===== config.mk =====
export PLATFORM = sky130hd
export DESIGN_NAME = apb_req_arbiter
export DESIGN_NICKNAME = d
export VERILOG_FILES = /design/src/rtl/apb_req_arbiter.sv
export SDC_FILE = /design/constraint.sdc
export NUM_CORES = 1
export LEC_CHECK = 0
export CAP_MARGIN = 30
export CORE_MARGIN = 1
export CORE_UTILIZATION = 39
export DETAILED_ROUTE_END_ITERATION = 7
export PLACE_DENSITY = 0.81
export SLEW_MARGIN = 20
export SYNTH_ARGS = -nofsm -noshare
export SYNTH_HDL_FRONTEND = slang
export SYNTH_SLANG_ARGS = --single-unit

===== constraint.sdc =====
create_clock -name PCLK -period 3.8 [get_ports PCLK]
set_input_delay 1.14 -clock PCLK [delete_from_list [all_inputs] [get_ports PCLK]]
set_output_delay 1.14 -clock PCLK [all_outputs]
set_load 0.01 [all_outputs]

===== src/rtl/apb_req_arbiter.sv =====
// apb_req_arbiter
//   Shares one APB completer between NREQ internal requesters. Each requester
//   presents a valid/ready command. The block picks one round-robin, runs the
//   APB SETUP/ACCESS phases, waits out PREADY-low cycles, and returns a
//   one-cycle response pulse carrying PRDATA/PSLVERR to the granted requester.
//
//   Optional build macro APB_TIMEOUT_EN: when defined, an ACCESS phase that
//   sees TIMEOUT consecutive PREADY-low cycles is abandoned and answered with
//   rsp_err=1, rsp_rdata=0.
//
// Ports
//   PCLK, PRESET           clock, asynchronous active-high reset
//   req_valid/req_write    per-requester command valid / direction (1=write)
//   req_addr/req_wdata     packed per-requester address / write data
//   req_ready              one-hot command accept (combinational)
//   rsp_valid              one-hot one-cycle response pulse
//   rsp_rdata/rsp_err      response read data / error, qualified by rsp_valid
//   PADDR..PSLVERR         APB master interface
module apb_req_arbiter #(
   parameter int NREQ    = 2,
   parameter int DW      = 32,
   parameter int AW      = 12,
   parameter int TIMEOUT = 16
) (
   input  logic               PCLK,
   input  logic               PRESET,
   input  logic [NREQ-1:0]    req_valid,
   input  logic [NREQ-1:0]    req_write,
   input  logic [NREQ*AW-1:0] req_addr,
   input  logic [NREQ*DW-1:0] req_wdata,
   output logic [NREQ-1:0]    req_ready,
   output logic [NREQ-1:0]    rsp_valid,
   output logic [DW-1:0]      rsp_rdata,
   output logic               rsp_err,
   output logic [AW-1:0]      PADDR,
   output logic               PSEL,
   output logic               PENABLE,
   output logic               PWRITE,
   output logic [DW-1:0]      PWDATA,
   input  logic [DW-1:0]      PRDATA,
   input  logic               PREADY,
   input  logic               PSLVERR
);

   localparam int IW = (NREQ > 1) ? $clog2(NREQ) : 1;

   typedef enum logic [1:0] {IDLE, SETUP, ACCESS, RESP} state_t;

   state_t          state, state_nxt;
   logic [IW-1:0]   rr_ptr;
   logic [IW-1:0]   cur_idx;
   logic [IW-1:0]   gnt_idx;
   logic            gnt_any;
   logic            arb_en;
   logic            accept;
   logic            done;
   logic            timed_out;
   logic [AW-1:0]   sel_addr;
   logic [DW-1:0]   sel_wdata;
   logic            sel_write;

   // Arbitration is open in IDLE and in the RESP cycle, so back-to-back
   // transfers leave exactly one PSEL-low cycle on the bus.
   assign arb_en = (state == IDLE) || (state == RESP);
   assign accept = arb_en && gnt_any;

   // Round-robin search: first valid requester at or above rr_ptr, wrapping.
   always_comb begin
      logic [IW:0] pos;
      gnt_any = 1'b0;
      gnt_idx = '0;
      pos     = '0;
      for (int k = 0; k < NREQ; k++) begin
         pos = {1'b0, rr_ptr} + (IW+1)'(k);
         if (pos >= (IW+1)'(NREQ)) pos = pos - (IW+1)'(NREQ);
         if (!gnt_any && req_valid[pos[IW-1:0]]) begin
            gnt_any = 1'b1;
            gnt_idx = pos[IW-1:0];
         end
      end
   end

   always_comb begin
      req_ready = '0;
      if (accept) req_ready[gnt_idx] = 1'b1;
   end

   // Command fields of the winning requester.
   always_comb begin
      sel_addr  = '0;
      sel_wdata = '0;
      sel_write = 1'b0;
      for (int i = 0; i < NREQ; i++) begin
         if (gnt_idx == IW'(i)) begin
            sel_addr  = req_addr[i*AW +: AW];
            sel_wdata = req_wdata[i*DW +: DW];
            sel_write = req_write[i];
         end
      end
   end

`ifdef APB_TIMEOUT_EN
   logic [7:0] wait_cnt;

   // Fires on the TIMEOUT-th consecutive PREADY-low ACCESS cycle.
   assign timed_out = (state == ACCESS) && !PREADY && (wait_cnt == 8'(TIMEOUT - 1));

   always_ff @(posedge PCLK or posedge PRESET) begin
      if (PRESET)                       wait_cnt <= '0;
      else if (state == SETUP)          wait_cnt <= '0;
      else if (state == ACCESS && !PREADY) wait_cnt <= wait_cnt + 8'd1;
   end
`else
   logic unused_timeout;
   assign unused_timeout = |TIMEOUT;
   assign timed_out      = 1'b0;
`endif

   assign done = (state == ACCESS) && (PREADY || timed_out);

   always_comb begin
      state_nxt = state;
      case (state)
         IDLE:    if (gnt_any) state_nxt = SETUP;
         SETUP:   state_nxt = ACCESS;
         ACCESS:  if (done) state_nxt = RESP;
         RESP:    state_nxt = gnt_any ? SETUP : IDLE;
         default: state_nxt = IDLE;
      endcase
   end

   always_ff @(posedge PCLK or posedge PRESET) begin
      if (PRESET) begin
         state     <= IDLE;
         rr_ptr    <= '0;
         cur_idx   <= '0;
         PSEL      <= 1'b0;
         PENABLE   <= 1'b0;
         PWRITE    <= 1'b0;
         PADDR     <= '0;
         PWDATA    <= '0;
         rsp_valid <= '0;
         rsp_rdata <= '0;
         rsp_err   <= 1'b0;
      end else begin
         state   <= state_nxt;
         // APB strobes are registered from the next state so they are glitch-free.
         PSEL    <= (state_nxt == SETUP) || (state_nxt == ACCESS);
         PENABLE <= (state_nxt == ACCESS);

         // The APB address/data registers double as the command latch; they
         // only change on accept, so they stay stable through wait states.
         if (accept) begin
            cur_idx <= gnt_idx;
            PADDR   <= sel_addr;
            PWRITE  <= sel_write;
            PWDATA  <= sel_write ? sel_wdata : '0;
         end

         rsp_valid <= '0;
         if (done) begin
            rsp_valid[cur_idx] <= 1'b1;
            rsp_rdata <= (PWRITE || timed_out) ? '0 : PRDATA;
            rsp_err   <= PSLVERR || timed_out;
            rr_ptr    <= (cur_idx == IW'(NREQ - 1)) ? '0 : cur_idx + 1'b1;
         end
      end
   end

endmodule

==> Word level (Yosys, flattened, before mapping) <==
Cells that the tools add are included.
{ "classes": {"mux": 26, "eq_ne": 5, "reduce_logical": 9, "addsub": 4, "magnitude_cmp": 8} }
{ "ops": {"columns": ["operator", "count"], "rows": [
  ["32-bit two-way mux", 3],
  ["1-bit two-way mux", 15],
  ["12-bit two-way mux", 1],
  ["1-bit by 2-bit less-than comparator with 1-bit output (second input constant)", 4],
  ["2-bit two-way mux", 4],
  ["2-bit one-hot mux with 4 select lines", 1],
  ["2-bit == test (second input constant)", 3],
  ["1-bit logical AND", 5],
  ["2-bit by 1-bit == test with 1-bit output (second input constant)", 2],
  ["1-bit by 1-bit adder with 2-bit output (second input constant)", 1],
  ["1-bit demux with 1-bit select", 2],
  ["1-bit >= comparator (second input constant)", 2],
  ["1-bit by 2-bit >= comparator with 1-bit output (second input constant)", 1],
  ["2-bit >= comparator (second input constant)", 1],
  ["2-bit logical NOT", 1],
  ["1-bit logical OR", 2],
  ["1-bit subtractor (second input constant)", 2],
  ["1-bit adder (second input constant)", 1],
  ["1-bit logical NOT", 1]
]} }
{ "totals": {"out_inout_bits": 84, "in_bits": 128, "elab_cells": 63, "register_bits": 86} }

==> Logic depth before layout (Yosys ltp) <==
{ "logic_depth": {"ltp_word": 13, "mapped_depth": 7, "mapped_depth_nobuf": 6} }

==> Worst setup path after synthesis <==
Ideal clock, no wire load.
{ "synth_timing": {"kind": "input to output", "start": "in req_valid[0]", "end": "out req_ready[1]", "path_slack_ns": 0.979, "n_path_buf": 1, "arrival_time_ns": 1.681, "cell_stages": 4, "required_time_ns": 2.660, "path_cell_list": "nand2b_2 -> nand2_4 -> nor2_2 -> buf_2"} }
{ "synth_between": {"elab_chain_cells": 11, "word_cells_on_any_way": 17, "classes_between": "2 x order compare; 11 x mux; 4 x reduce/logical"} }
{ "synth_rtl": {"columns": ["item", "line_no", "text"], "rows": [
  ["start, declared", "27", "input logic [NREQ-1:0] req_valid,"],
  ["1-bit two-way mux (not written as such) (2 in a row)", "76", "if (!gnt_any && req_valid[pos[IW-1:0]]) begin"],
  ["1-bit two-way mux", "76", null],
  ["1-bit logical NOT", "76", null],
  ["1-bit logical AND", "76", null],
  ["1-bit two-way mux", "76", null],
  ["1-bit by 2-bit less-than comparator with 1-bit output (not written as such) or 1-bit >= comparator (tied branches)", "85", "if (accept) req_ready[gnt_idx] = 1'b1;"],
  ["1-bit logical AND (not written as such)", "85", null],
  ["1-bit two-way mux (not written as such)", "85", null],
  ["1-bit demux with 1-bit select", "85", null],
  ["2-bit two-way mux *", "85", null],
  ["end, declared", "31", "output logic [NREQ-1:0] req_ready,"]
]} }
Mark *: on every way between the ends. The rest lies on a longest branch, timed or not. The select of a mux whose other input is x is not followed.

==> Worst setup path in the final report <==
{ "layout_timing": {"start": "in req_valid[1]", "end": "out req_ready[1]"} }
The elaborated chain is that of the path after synthesis.

==> results_dict.tcl <==
set metrics [dict create \
    fin_crit_sh_pct 97.1 \
    final_area_um2 6200 \
    clock_power_share_pct 15.1 \
    antenna_found_initial 0 \
    vias 3304 \
    syn2layout_area_growth_pct 64.9 \
    p_int_mw 2.84 \
    via_per_inst 4.73 \
    antennaDiodeCount 0 \
    syn_avg_cell_area_um2 10.6 \
    io_pins 212 \
    leakagePower_nw 2.78 \
    wl_per_cell_um 14.5 \
    synth_warnings 0 \
    whs_ns 0.465 \
    synth-edff-count 0 \
    relSlewSlack_pct 54.9 \
    min_to "rsp_valid[0]" \
    yosys_most_used_dff "dfrtp_1" \
    clk_pin_slew_ns 0.08 \
    end_kind "output pin" \
    cp.arrival_ns 2.55 \
    hp-start "cur_idx" \
    critPathKind "in2out" \
    hold_path.class "reg2reg" \
    fin_skew_ns 0.00833 \
    wl_um 10100 \
    drc 0 \
    floorplan.rows 35 \
    p_sw_share_pct 34.9 \
    dieHeight_um 100 \
    insertion_delay_ns 0.34 \
    layout-drive-gt1-share_pct 5.98 \
    yosys_register_bits 86 \
    setup_viol 0 \
    grt_pass1_wl_um 16200 \
    r2r_start "state[0]" \
    combPwrFrac_pct 50.2 \
    grt_usage_pct 20.7 \
    tightest_slew_ns 0.676 \
    synth-async-reset-ratio_pct 100 \
    die_area_um2 10000 \
    p_per_area_nw_per_um2 702 \
    cts_tree "built" \
    fin_nets 696 \
    drt_first_pass_iters 4 \
    netlist_instances 355 \
    die_w_um 100 \
    cts_root_buffer "clkbuf_8" \
    regToRegSetupSlack_ns 1.97 \
    hold_violations 0 \
    startpoint_type "primary input" \
    max-cap-violations 0 \
    port-buffer-count 211 \
    critPathMaxFanout 4 \
    ys_types 29 \
    outcome "finished clean" \
    power.switching_mw 1.52 \
    hpwlAfterDp_um 7540 \
    grt_overflow_total 0 \
    drv_slew 0 \
    grt_max_degree 47 \
    r2r_end "PADDR[0]" \
    r2r_cells 5 \
    place_area_um2 5990 \
    final.min_clock_period_ns 3.69 \
    fmax_mhz 271 \
    start_util_pct 40.5 \
    ir_drop_mv 0.359 \
    final_util_pct 66.8 \
    grt_pass1_vias 3332 \
    power_mw 4.36 \
    post_cts_buffers 0 \
    core_um2 9280 \
    clock-sinks 86 \
    syn_nets 487 \
    rsz0062_at_grt "no" \
    critPathLaunch "req_valid[1]" \
    drt_iter0_markers 77 \
    cts-buffers-inserted 9 \
    drtAntennaViolNets 0 \
    required_ns 2.66 \
    seq_area_frac_synth_pct 57.2 \
    hold_depth 1 \
    gp_congestion 0.749 \
    fin_ws_ns 0.110 \
    cts_htree_levels 3 \
    cts_buffer_depth 2 \
    seq_power_share_pct 34.7 \
    pre_cts_ws_ns -0.0810 \
    netlist_area_um2 3760 \
]
[worst max-delay path: stages]
cell and delay, ns:
clkdlybuf4s50_1 0.55, buf_4 0.17, nand2_4 0.05, nor2_2 0.09
clkdlybuf4s50_1 0.55
[cell usage after synthesis, types with 2 or more instances]
library cell   n  area (um^2)
dfrtp_1       86         2150
nand2b_1      32          200
o21ai_0       61          305
o21ai_1        4         20.0
and2_1        12         75.1
buf_2          4         20.0
buf_4          3         22.5
a221o_1       12          120
clkbuf_2       2         10.0
nand3_1        2         10.0
nor2_1         2         7.51
clkbuf_1      10         37.5
buf_6          3         33.8
nand2_1       68          255
mux2i_1       32          320
a21o_1         2         15.0
inv_1          5         18.8
ha_1           4         50.1
[worst max-delay path by stage]
stage                         to  slack, ns  cells past startpoint
floorplan               PADDR[0]       0.44                      1
global route        req_ready[1]       0.05                      5
detailed placement  req_ready[0]      -0.08                      5
global placement    req_ready[0]      -0.05                      5
finish              req_ready[1]       0.11                      5
CTS                 req_ready[0]       0.02                      5
[state kept, by name, summed over array words and instances (netlist names)]
| register | cells |
|---|---|
| PADDR | 12 |
| rsp_rdata | 32 |
| state | 2 |
| PWDATA | 32 |
| rr_ptr | 1 |
| cur_idx | 1 |
| rsp_valid | 2 |
| PSEL | 1 |
| rsp_err | 1 |
| PWRITE | 1 |
| PENABLE | 1 |
[cells in the final DEF (no fill, tap or decap)]
cell	instances
o22ai_1	1
and2_1	12
bufinv_16	1
nor2_2	1
mux2_2	1
buf_4	10
o21ai_1	4
clkinv_4	2
dlymetal6s2s_1	1
o21ai_0	61
nor2_1	2
nand2_2	1
and3_1	1
a221o_1	12
nand2_1	67
nand2_4	1
clkbuf_8	11
o211a_1	1
clkdlybuf4s50_1	209
a21oi_1	1
nand3_1	2
inv_1	4
o21bai_4	1
dlygate4sd2_1	1
dfrtp_1	86
clkinv_2	3
a21o_1	2
nand2b_2	1
ha_1	4
nand2b_1	32
a21oi_2	1
mux2i_1	32
[through the flow]
step                      TNS (ns)  instances
after floorplan                  0        355
after global placement     -0.0499        682
after detailed placement   -0.0810        682
after CTS                        0        698
after global routing             0        698
final                            0        698
[cells by family (layout without fill, tap and decap cells)]
kind of cell / count (synthesis) / count (layout) / share of synthesized area (%)
compound gates: 84 / 84 / 13.3
fa+ha+maj: 4 / 4 / 1.33
buf+inv: 28 / 242 / 3.89
flops: 86 / 86 / 57.2
mux: 33 / 33 / 8.81
simple gates: 120 / 120 / 15.4
[per-layer routing]
layer	share of wire (%)	GRT usage, %
met1	41	25.1
met2	49	35.0
met3	8.2	6.20
met4	1.9	7.36
met5	0	0
[final cells by class]
class / instances / area [um^2]
fillers: 730 / 3080
repair buffers: 221 / 2190
flip-flops and latches: 86 / 2150
multi-input cells: 241 / 1470
well taps: 129 / 161
clock buffers: 11 / 151
clock inverters: 5 / 57.6
inverters: 5 / 20.0
[repair_timing]
action                                  4_1_cts  5_1_grt
gates resized for setup                       1        1
hold buffers                                  0        0
endpoints found under the setup margin        1        1
[power groups by stage]
stage                     sequential, mW  clock (mW)  combinational, mW
after floorplan                     1.70           0              0.912
after global placement              1.51           0               2.16
after detailed placement            1.54           0               2.20
after CTS                           1.52       0.677               2.21
after global routing                1.57       0.721               2.39
final                               1.51       0.658               2.19
(Power assumes the default switching activity.)
